`src/rtl/sram_sp_be_reg_flag.sv`:
```
// sram_sp_be_reg_flag: register RAM with per-column write enables and per-column written flags cleared by prev_start_i.
// Define SRAM_SANITY_CHECK_EN to enable simulation-only parameter checks after reset.
module sram_sp_be_reg_flag #(
  parameter int KNOB_REGOUT = -1,
  parameter int SIZE        = -1,
  parameter int SIZE_COL    = -1,
  parameter int DATA_WD     = -1,
  localparam int SIZE_WD    = (SIZE > 2) ? $clog2(SIZE) : 1,
  localparam int DW         = (DATA_WD > 0) ? DATA_WD : 1,
  localparam int SC         = (SIZE_COL > 0 && SIZE_COL <= DW) ? SIZE_COL : DW,
  localparam int NUMB_COL   = DW / SC
) (
  input  logic                clk,
  input  logic                rstn,
  input  logic                prev_start_i,
  input  logic [SIZE_WD-1:0]  adr_i,
  input  logic [NUMB_COL-1:0] wr_val_i,
  input  logic [DW-1:0]       wr_dat_i,
  input  logic                rd_val_i,
  output logic                rd_val_o,
  output logic [DW-1:0]       rd_dat_o
);
  localparam int SMAX = (SIZE > 2) ? SIZE : 2;
  logic [DW-1:0]       mem  [SMAX];
  logic [NUMB_COL-1:0] flag [SMAX];
  logic                in_rng;
  logic [SIZE_WD-1:0]  adr_c;
  logic [DW-1:0]       rd_word;
  logic                s1_val;
  logic [DW-1:0]       s1_dat;
  assign in_rng = 32'(adr_i) < SMAX;
  assign adr_c  = in_rng ? adr_i : '0;
  // unflagged columns read as zero; out-of-range addresses read as all zeros
  always_comb begin
    rd_word = '0;
    for (int k = 0; k < NUMB_COL; k++)
      rd_word[k*SC +: SC] = (in_rng && flag[adr_c][k]) ? mem[adr_c][k*SC +: SC] : '0;
  end
  always_ff @(posedge clk)
    if (!rstn && in_rng)
      for (int k = 0; k < NUMB_COL; k++)
        if (wr_val_i[k]) mem[adr_c][k*SC +: SC] <= wr_dat_i[k*SC +: SC];
  // a write in the start cycle lands after the clear, so its columns stay flagged
  always_ff @(posedge clk)
    if (rstn)
      for (int i = 0; i < SMAX; i++) flag[i] <= '0;
    else begin
      if (prev_start_i)
        for (int i = 0; i < SMAX; i++) flag[i] <= '0;
      if (in_rng)
        for (int k = 0; k < NUMB_COL; k++)
          if (wr_val_i[k]) flag[adr_c][k] <= 1'b1;
    end
  always_ff @(posedge clk)
    if (rstn) begin
      s1_val <= 1'b0;
      s1_dat <= '0;
    end else begin
      s1_val <= rd_val_i;
      if (rd_val_i) s1_dat <= rd_word;
    end
  if (KNOB_REGOUT == 1) begin : g_regout
    always_ff @(posedge clk)
      if (rstn) begin
        rd_val_o <= 1'b0;
        rd_dat_o <= '0;
      end else begin
        rd_val_o <= s1_val;
        if (s1_val) rd_dat_o <= s1_dat;
      end
  end else begin : g_direct
    assign rd_val_o = s1_val;
    assign rd_dat_o = s1_dat;
  end
`ifdef SRAM_SANITY_CHECK_EN
  always @(negedge rstn)
    if (!(KNOB_REGOUT inside {0, 1}) || SIZE < 2 || SIZE_COL <= 0 || (DATA_WD % SIZE_COL) != 0) begin
      $error("%m: illegal parameters KNOB_REGOUT=%0d SIZE=%0d SIZE_COL=%0d DATA_WD=%0d",
             KNOB_REGOUT, SIZE, SIZE_COL, DATA_WD);
      #1000 $finish;
    end
`endif
endmodule

```
`config.mk`:
```
export PLATFORM = sky130hd
export DESIGN_NAME = sram_sp_be_reg_flag
export DESIGN_NICKNAME = d
export VERILOG_FILES = /design/src/rtl/sram_sp_be_reg_flag.sv
export SDC_FILE = /design/constraint.sdc
export NUM_CORES = 1
export LEC_CHECK = 0
export ABC_AREA = 1
export CORE_AREA = 2 2 39 41
export DETAILED_ROUTE_END_ITERATION = 7
export DIE_AREA = 0 0 41 43
export SYNTH_ARGS = -nofsm -noshare
export SYNTH_HDL_FRONTEND = slang
export SYNTH_SLANG_ARGS = --single-unit
```
`constraint.sdc`:
```
create_clock -name clk -period 1 [get_ports clk]
set_input_delay 0.3 -clock clk [delete_from_list [all_inputs] [get_ports clk]]
set_output_delay 0.3 -clock clk [all_outputs]
set_load 0.01 [all_outputs]
```
==> run_results.csv <==
group,metric,value,unit
floorplanning,die-area,1760,sq um
timing,maxSlewHeadroom,0.909,
synth,syn_inst,25,
clock_network,htree_levels,1,
setup_path,cp.arrival,670,ps
synth,synth-async-reset-ratio,0,
final_layout,fin_util,0.258,
final_layout,fill_cells,173,
final_layout,num_antenna_cells,0,
setup_path,path_cells,"buf_2",
final_layout,fin_nets,47,
synth,synth.top_cell.area_share,0.360,
routing,first_pass_iters,2,
final_layout,drive_gt1_frac,0.256,
clock_network,clk_pin_slew,40,ps
routing,via_per_inst,3.73,
status,status,"finished, final reports clean",
synth,synthesis.nets,32,
setup_path,r2r_cells,4,
timing,slew_viol_final,0,
timing,fin_worst_skew,6.93,ps
timing,fmax,1030,MHz
global_route,grt_pass1_vias,199,
setup_path,cp_num_buf_inv,1,
synth,yosysWarnings,0,
floorplanning,fp-row-count,14,
floorplanning,die_h,43,microns
routing,wl_per_cell,7.89,microns
timing,post-route-period-util,0.974,
setup_path,end_kind,"primary output",
synth,synth_largest_area_cell,"dfxtp_1",
timing,fin_tns_setup,0,ps
timing,fin_crit,974,ps
pwr,ir_drop,0.501,mV
setup_path,max_stage_delay,310,ps
setup_path,required,700,ps
routing,postRouteAntennaNets,0,
place,gp_congestion,0.623,
pwr,leakage,0.000164,uW
global_route,grt_max_degree,5,
setup_path,critPathMaxFanout,2,
timing,worstMarginPinSlew,137,ps
timing,setup_viol,0,
floorplanning,initial_utilization,0.161,
synth,synth_area_leaders,"dfxtp_1, edfxtp_1, inv_1, nor2_1, nand3_1",
global_route,track_usage,0.0645,
hold_path,hold_path_depth,2,
routing,vias,205,
clock_network,cts-root-buf,"clkbuf_4",
pwr,p_total,572,uW
clock_network,post-cts-setup-buffers,0,
setup_path,path_delay_family,"flip-flops",
place,hpwl,324,microns
clock_network,numClockSinks,6,
floorplanning,pin_count,9,
synth,syn_area,223,sq um
clock_network,numCtsBuffers,3,
synth,synthTopCellsByCount,"inv_1, nor2_1, dfxtp_1, nand3_1",
synth,yosysMostFrequentCell,"inv_1",
synth,synth.distinct_cells,8,
timing,rsz0062_at_grt,"no",
hold_path,hold_class,"register to register",
place,pre_cts_slack,-325,ps
global_route,gr-total-overflow,0,
clock_network,clk_latency,240,ps
flow_run,cap_viol_max_count,0,
routing,drt_iter0_markers,2,
clock_network,cts_tree,"built",
floorplanning,coreArea,1380,sq um
pwr,powerDensity,1610,nW/um^2
setup_path,critical_path_class,"register to primary output",
setup_path,path_depth,1,
routing,drcViolationCount,0,
synth,ys_seq_area_frac,0.629,
global_route,grt_antenna_before_repair,0,
final_layout,final_cell_area,357,sq um
floorplanning,die_w,41,microns
synth,syn_avg_cell_area,8.91,sq um
routing,routed_wl,434,microns
setup_path,startpoint_type,"register",
timing,timing_hold_violations_final,0,
clock_network,clock_path_buffers,2,
final_layout,flow.area_growth_from_synthesis,60.1,%
synth,synth_seq_cells,6,
place,place_area,338,sq um
setup_path,r2r_slack,280,ps
synth,synth_edf_count,2,
synth,synthFlopType,"dfxtp_1",
timing,setup_ws,26.3,ps
setup_path,slowest_stage,"dfxtp_2",
place,portBuffers,8,
global_route,grt_pass1_wl,683,microns
## final cells by class
| cell class | count | area (sq um) | area share |
|---|---|---|---|
| Multi-Input combinational cell | 13 | 65.1 | 0.182 |
| Clock buffer | 4 | 26.3 | 0.0737 |
| Tap cell | 16 | 20.0 | 0.0561 |
| Timing Repair Buffer | 10 | 81.3 | 0.228 |
| Sequential cell | 6 | 141 | 0.396 |
| Inverter | 6 | 22.5 | 0.0632 |
## layout by cell type (no fill, tap or decap)
cell	count
inv_1	6
nor2_1	4
nand3_1	3
clkbuf_4	3
dfxtp_1	3
dlygate4sd2_1	3
clkdlybuf4s50_1	3
o22ai_1	2
edfxtp_1	2
buf_2	2
buf_4	2
nand2_2	1
or2_1	1
nor2_2	1
nand2_1	1
clkbuf_1	1
dfxtp_2	1
## sequential cells by signal, summed over array words and instances (netlist names)
register	cells
flag	2
mem	2
rd_dat_o	1
rd_val_o	1
## stage by stage
step	instances	hold WS [ps]
floorplan	25	371
global placement	51	452
detailed placement	51	466
CTS	55	472
global route	55	489
finish	55	470
## kinds of logic (layout without fill, tap and decap cells)
kind of cell / Yosys count / count (layout) / synth area share
buffers and inverters: 6 / 20 / 0.101
AND/OR/NAND/NOR: 11 / 11 / 0.214
flip-flops: 6 / 6 / 0.629
AO/OA/AOI/OAI: 2 / 2 / 0.0562
## routing by layer
| metal | track usage | share of wire | vias to the layer above |
|---|---|---|---|
| li1 | - | - | 106 |
| met1 | 0.0584 | 0.42 | 93 |
| met3 | 0.0471 | 0.099 | 0 |
| met4 | 0.0600 | 0 | 0 |
| met5 | 0 | 0 | - |
| met2 | 0.0875 | 0.48 | 6 |
## where the power goes
part / total (uW) / internal, uW / switching (uW) / leakage [uW]
Clock: 241 / 151 / 89.6 / 0.0000150
Combinational: 60.2 / 34.3 / 25.8 / 0.0000974
Sequential: 271 / 267 / 4.81 / 0.0000518
## repair_timing
action / 4_1_cts / 5_1_grt
pin swaps: 2 / 0
gates cloned: 0 / 0
gates resized for setup: 13 / 1
hold buffers: 0 / 0
endpoints found under the setup margin: 4 / 1
hold endpoints to repair: 0 / 0
## path summary, 6_finish.rpt
kind	to	start
max reg2reg	rd_dat_o	mem[0]
min reg2reg	flag[1]	flag[1]
max	rd_dat_o	rd_dat_o
min	flag[1]	flag[1]
Power figures use the tool's default switching activity.
